==> src/rtl/multiply_divide_controller.sv <==
// Sequences the shared multiplier/divider for the EX stage and stalls EX via ex_ready_go
// until a {high, low} result has been captured; flushed in-flight divides are drained.
//
// state     | meaning
// IDLE      | no operation in flight, operands taken straight from the request
// MUL_WAIT  | multiplier launched, counting down its latency
// DIV_ISSUE | operands offered to the divider, waiting for ready
// DIV_WAIT  | divider owns the operation, waiting for its result pulse
// DONE      | result held, EX may advance once downstream accepts
// DIV_DRAIN | flushed divide still in the divider, its result will be dropped
module multiply_divide_controller #(
  parameter int MULTIPLY_LATENCY = 2,
  parameter int DATA_WIDTH       = 32
) (
  input  logic                    clock,
  input  logic                    reset,
  input  logic                    request_valid,
  input  logic                    request_is_multiply,
  input  logic                    request_is_divide,
  input  logic                    request_signed,
  input  logic [DATA_WIDTH-1:0]   request_operand_a,
  input  logic [DATA_WIDTH-1:0]   request_operand_b,
  input  logic                    downstream_accept,
  input  logic                    flush,
  output logic                    ex_ready_go,
  output logic                    busy,
  output logic                    result_valid,
  output logic [DATA_WIDTH-1:0]   result_high,
  output logic [DATA_WIDTH-1:0]   result_low,
  output logic [DATA_WIDTH-1:0]   unit_operand_a,
  output logic [DATA_WIDTH-1:0]   unit_operand_b,
  output logic                    unit_signed,
  output logic                    multiply_start,
  input  logic [2*DATA_WIDTH-1:0] multiply_product,
  output logic                    divide_request_valid,
  input  logic                    divide_request_ready,
  input  logic                    divide_result_valid,
  input  logic [DATA_WIDTH-1:0]   divide_quotient,
  input  logic [DATA_WIDTH-1:0]   divide_remainder
);

  typedef enum logic [2:0] {
    IDLE      = 3'd0,
    MUL_WAIT  = 3'd1,
    DIV_ISSUE = 3'd2,
    DIV_WAIT  = 3'd3,
    DONE      = 3'd4,
    DIV_DRAIN = 3'd5
  } state_t;

  state_t                  state_q, state_d;
  logic [3:0]              count_q, count_d;
  logic [DATA_WIDTH-1:0]   result_high_q, result_high_d;
  logic [DATA_WIDTH-1:0]   result_low_q, result_low_d;
  logic [DATA_WIDTH-1:0]   operand_a_q, operand_a_d;
  logic [DATA_WIDTH-1:0]   operand_b_q, operand_b_d;
  logic                    signed_q, signed_d;
  logic                    muldiv_request;

  assign muldiv_request = request_valid & (request_is_multiply | request_is_divide);

  always_ff @(posedge clock) begin
    if (reset) begin
      state_q       <= IDLE;
      count_q       <= '0;
      result_high_q <= '0;
      result_low_q  <= '0;
      operand_a_q   <= '0;
      operand_b_q   <= '0;
      signed_q      <= 1'b0;
    end else begin
      state_q       <= state_d;
      count_q       <= count_d;
      result_high_q <= result_high_d;
      result_low_q  <= result_low_d;
      operand_a_q   <= operand_a_d;
      operand_b_q   <= operand_b_d;
      signed_q      <= signed_d;
    end
  end

  always_comb begin
    state_d              = state_q;
    count_d              = count_q;
    result_high_d        = result_high_q;
    result_low_d         = result_low_q;
    operand_a_d          = operand_a_q;
    operand_b_d          = operand_b_q;
    signed_d             = signed_q;
    multiply_start       = 1'b0;
    divide_request_valid = 1'b0;

    case (state_q)
      IDLE: begin
        if (muldiv_request && !flush && !reset) begin
          operand_a_d = request_operand_a;
          operand_b_d = request_operand_b;
          signed_d    = request_signed;
          // multiply wins when both type bits are set
          if (request_is_multiply) begin
            multiply_start = 1'b1;
            count_d        = 4'(MULTIPLY_LATENCY - 1);
            state_d        = MUL_WAIT;
          end else begin
            state_d = DIV_ISSUE;
          end
        end
      end
      MUL_WAIT: begin
        if (flush) begin
          state_d = IDLE;
        end else if (count_q == 4'd0) begin
          {result_high_d, result_low_d} = multiply_product;
          state_d = DONE;
        end else begin
          count_d = count_q - 4'd1;
        end
      end
      DIV_ISSUE: begin
        divide_request_valid = 1'b1;
        // once the divider has the operands a flush must wait for its answer
        if (divide_request_ready) begin
          state_d = flush ? DIV_DRAIN : DIV_WAIT;
        end else if (flush) begin
          state_d = IDLE;
        end
      end
      DIV_WAIT: begin
        if (divide_result_valid) begin
          if (!flush) begin
            result_low_d  = divide_quotient;
            result_high_d = divide_remainder;
            state_d       = DONE;
          end else begin
            state_d = IDLE;
          end
        end else if (flush) begin
          state_d = DIV_DRAIN;
        end
      end
      DONE: begin
        if (flush || downstream_accept) begin
          state_d = IDLE;
        end
      end
      DIV_DRAIN: begin
        if (divide_result_valid) begin
          state_d = IDLE;
        end
      end
      default: begin
        state_d = IDLE;
      end
    endcase
  end

  assign busy           = (state_q != IDLE);
  assign result_valid   = (state_q == DONE);
  assign ex_ready_go    = (state_q == DONE) | !muldiv_request;
  assign result_high    = result_high_q;
  assign result_low     = result_low_q;
  assign unit_operand_a = (state_q == IDLE) ? request_operand_a : operand_a_q;
  assign unit_operand_b = (state_q == IDLE) ? request_operand_b : operand_b_q;
  assign unit_signed    = (state_q == IDLE) ? request_signed : signed_q;

endmodule

==> config.mk <==
export PLATFORM = sky130hd
export DESIGN_NAME = multiply_divide_controller
export DESIGN_NICKNAME = d
export VERILOG_FILES = /design/src/rtl/multiply_divide_controller.sv
export SDC_FILE = /design/constraint.sdc
export NUM_CORES = 1
export LEC_CHECK = 0
export BUFFER_PORTS_ARGS = -buffer_cell sky130_fd_sc_hd__buf_4
export CAP_MARGIN = 25
export CELL_PAD_IN_SITES_DETAIL_PLACEMENT = 0
export CELL_PAD_IN_SITES_GLOBAL_PLACEMENT = 2
export CORE_ASPECT_RATIO = 1.75
export CORE_UTILIZATION = 25
export CTS_CLUSTER_SIZE = 24
export DETAILED_ROUTE_END_ITERATION = 12
export GPL_ROUTABILITY_DRIVEN = 1
export GPL_TIMING_DRIVEN = 0
export PLACE_DENSITY = 0.89
export REMOVE_ABC_BUFFERS = 1
export SLEW_MARGIN = 20
export SYNTH_ARGS = -nofsm -noshare
export SYNTH_HDL_FRONTEND = slang
export SYNTH_SLANG_ARGS = --single-unit
export TNS_END_PERCENT = 5
==> constraint.sdc <==
create_clock -name clock -period 4.4 [get_ports clock]
set_clock_uncertainty 0.2 [all_clocks]
set_input_delay 1.32 -clock clock [delete_from_list [all_inputs] [get_ports clock]]
set_output_delay 1.32 -clock clock [all_outputs]
set_load 0.01 [all_outputs]
# Word level (Yosys, flattened, before mapping)
# Index checks and enable logic that the tools add are counted.
dict set report op_classes {
  n_addsub 1
  n_eq_ne 17
  n_mux 35
  bitwise 3
  n_reduce_logical 15
}
# operator count
set ops {}
lappend ops {{32-bit two-way mux} 10}
lappend ops {{32-bit case mux with 2 select lines} 2}
lappend ops {{3-bit two-way mux} 11}
lappend ops {{3-bit case mux with 6 select lines} 1}
lappend ops {{4-bit two-way mux} 4}
lappend ops {{2-bit inequality test, second input constant} 8}
lappend ops {{5-bit AND reduction} 2}
lappend ops {{3-bit inequality test, second input constant} 3}
lappend ops {{4-bit case mux with 2 select lines} 1}
lappend ops {{3-bit by 2-bit == test with 1-bit output, second input constant} 2}
lappend ops {{3-bit == test, second input constant} 2}
lappend ops {{6-bit AND reduction} 1}
lappend ops {{1-bit two-way mux} 5}
lappend ops {{4-bit logical NOT} 1}
lappend ops {{2-bit nonzero test} 2}
lappend ops {{4-bit by 1-bit subtractor with 4-bit output, second input constant} 1}
lappend ops {{3-bit by 1-bit == test with 1-bit output, second input constant} 1}
lappend ops {{1-bit logical NOT} 3}
lappend ops {{3-bit logical NOT} 1}
lappend ops {{3-bit nonzero test} 1}
lappend ops {{1-bit logical AND} 2}
lappend ops {{2-bit two-way mux} 1}
lappend ops {{2-bit by 1-bit inequality test with 1-bit output, second input constant} 1}
lappend ops {{1-bit OR} 2}
lappend ops {{other kinds (3)} 3}
dict set report totals {
  regBits 136
  inputBits 202
  output_inout_bits 134
  elab_cells 78
}

# Logic depth before layout (Yosys ltp)
dict set report logic_depth {
  depth_word 6
  mapped_depth 8
  depth_no_buf 6
}

# Least setup slack after synthesis
# No wires, ideal clock.
dict set report synth_path {
  kind {input -> output}
  start {in reset}
  end {out multiply_start}
  arrival_ps 2471
  required_time_ps 2880
  path_slack_ps 409
  stages 6
  n_path_buf 3
  cell_sequence {clkbuf_1 nand2b_1 nor4_2 buf_2 buf_2 and2_1}
}
dict set report synth_between {
  elab_chain_len 4
}
# item line_no
set synth_lines {}
lappend synth_lines {{start: declaration} 16} ;# input logic reset,
lappend synth_lines {{1-bit logical NOT} 95} ;# if (muldiv_request && !flush && !reset) begin
lappend synth_lines {{1-bit logical AND} 95}
lappend synth_lines {{1-bit two-way mux} 95}
lappend synth_lines {{1-bit two-way mux} 93} ;# case (state_q)
lappend synth_lines {{end: declaration} 33} ;# output logic multiply_start,
# Every way passes these cells.

# Worst setup path after layout
# Ends and elaborated chain as after synthesis.

==> metrics.cfg <==
[status]
outcome=finished, final reports clean

[final_layout]
drive_gt1_share_pct=34.0
seqCellArea_um2=2720
fin_cells=1488
syn_to_final_growth_pct=54.9
antenna_cells=0
utilization_pct=39.4
multi_input_area_um2=3350
fill_cells=2643
design_area_um2=9930
final_nets=1363

[floorplanning]
fp.dieArea_um2=26300
fp.coreArea_um2=25200
start_util_pct=25.4
die_h_um=214
pin_count=336
die_w_um=123
rows=77

[critical_path]
path_max_fanout=70
worstSetupEndpointType=output port
crit_type=input port to output port
timing.rr.start=state_q[0]$_SDFFE_PP0P_
slowest_stage=nor4_4
cp-startpoint=reset
cp_slowest_stage_delay_ns=0.33
cp.arrival_ns=2.76
critPathLaunchType=input port
cp.required_ns=2.88
critical_path.cell_chain=clkbuf_8, buf_16, nand2b_1, nor4_4, and2_1, buf_4

[sta]
fin_crit_sh_pct=97.2
max_slew.worst_pin.slew_ns=0.792
period_needed_ns=4.28
fmaxAchievable_mhz=234
setup_violations=0
fin_setup_tns_ns=0
drv_slew=0
slew_headroom_pct=47.2
hold_viol=0

[place]
gp_congestion=0.742
dpl.cell_count=1453
hpwl_mm=15.7
port_buffers=335
placed_area_um2=9300

[global_route]
track_usage_pct=16.0
grt_pass1_wl_mm=32.0
globalRouteOverflowTotal=0
first_global_vias=6173
grt_max_degree=70
antenna_found_initial=0

[detailed_routing]
drt_iter0_markers=272
drt-total-wl_mm=21.4
routedWlPerCell_um=14.4
vias=6718
drcViolationCount=0
drtPass1Iterations=5
ant_nets=0
routed_via_density=4.51

[clock_network]
clkTransAtPathRegs_ns=0.06
root_buffer=clkbuf_16
clk_latency_ns=0.41
htreeDepth=4
clock_path_buffers=2
cts_sinks=136
cts_buffers=17
tritoncts=yes

[logic_synthesis]
seq_area_frac_synth_pct=42.5
syn_area_um2=6410
synth_cells=851
synth_top_area_share_pct=42.5
ys_seq_elements=136
async_flop_share_pct=0
yosys_most_used_dff=dfxtp_1
yosysWarningCount=0
yosys-top-cells-area=dfxtp_1 42%, nand2_1 19%, mux2i_1 10%, a211oi_1 7.6%, a21oi_1 5.3%
synth_cell_types=36
synth_area_leader_cell=dfxtp_1
syn_area_per_cell_um2=7.54
synth-edff-count=0

[worst_hold_path]
hp-class=flip-flop to flip-flop
min_from=operand_a_q[29]$_SDFFE_PP0P_

[power_and_ir_drop]
power.leakage_nw=4.83
powerDensity_nw_per_um2=575
ir_drop_mv=0.253
total_power_mw=5.71

[job]
maxCapViolCount=0

[cell families after synthesis]
kind of cell / synth area share [%]
and+or+nand+nor: 26.0
AOI/OAI and AO/OA: 14.4
DFF: 42.5
buffers and inverters: 5.74
muxes: 11.0
adders and majority gates: 0.390
[cells in the final DEF (no fill, tap or decap), types with 6 or more instances in the layout]
cell,Yosys,layout
buf_8,0,6
a211oi_1,65,64
inv_1,6,6
clkbuf_16,0,18
a21oi_1,68,68
dfxtp_1,136,136
nor2_1,66,66
mux2i_1,67,67
buf_6,6,9
nand2_1,332,332
buf_4,1,338
[cells in the mapped netlist (2+ instances only)]
cell      instances
ha_1              2
nor3_1            2
nor2_1           66
nand3b_1          3
buf_1             4
or3_1             3
dfxtp_1         136
mux2_2            3
o21ai_0           3
a211oi_1         65
nand2b_1          3
buf_2            27
clkbuf_1         31
o31ai_1           3
or4_1             4
mux2i_1          67
nand2_1         332
inv_1             6
a31oi_1           2
buf_6             6
a21oi_1          68
[worst paths after layout]
check,cells past startpoint,to,slack [ns]
setup / recovery,6,multiply_start,0.12
hold / removal,2,operand_a_q[29]$_SDFFE_PP0P_,0.25
setup reg to reg,10,operand_a_q[17]$_SDFFE_PP0P_,1.28
hold reg to reg,2,operand_a_q[29]$_SDFFE_PP0P_,0.25
[worst max-delay path, delay by kind of cell]
kind | cells | cell delay (ns)
buffers and inverters | 3 | 0.67
and+or+nand+nor | 3 | 0.73
[layout make-up]
cell class / instances / share of cell area, %
multi-input cells: 639 / 33.7
inverters: 7 / 0.290
well taps: 316 / 3.98
clock buffers: 19 / 4.46
repair buffers: 358 / 28.7
clock inverters: 13 / 1.46
flip-flops and latches: 136 / 27.4
[state kept, by name, indices dropped and copies added (netlist names)]
name and count:
state_q 3, count_q 4, operand_a_q 32, signed_q 1, result_low 32, result_high 32, operand_b_q 32
[through the flow]
stage | hold WS, ns | setup slack, ns
2_1_floorplan | 0.231 | -4.66
3_3_place_gp | 0.242 | -7.80
3_5_place_dp | 0.247 | -0.00143
4_1_cts | 0.255 | 0.00219
5_1_grt | 0.270 | -0.0130
6_report | 0.252 | 0.124
[routing by layer]
layer | track usage [%] | share of wire (%)
met1 | 15.8 | 35
met2 | 30.1 | 55
met3 | 5.21 | 7.1
met4 | 6.23 | 2.1
met5 | 0 | 0
[what timing repair did]
action                     CTS  global route
setup endpoints to repair    0             1
buffers inserted             0             2
resized for setup            0             1
hold buffers                 0             0
[power breakdown]
group	total [mW]	switching, mW	internal (mW)
Combinational	2.75	1.53	1.22
Clock	1.43	0.572	0.856
Sequential	1.53	0.121	1.41
Total	5.71	2.22	3.49
(Power assumes the default switching activity.)
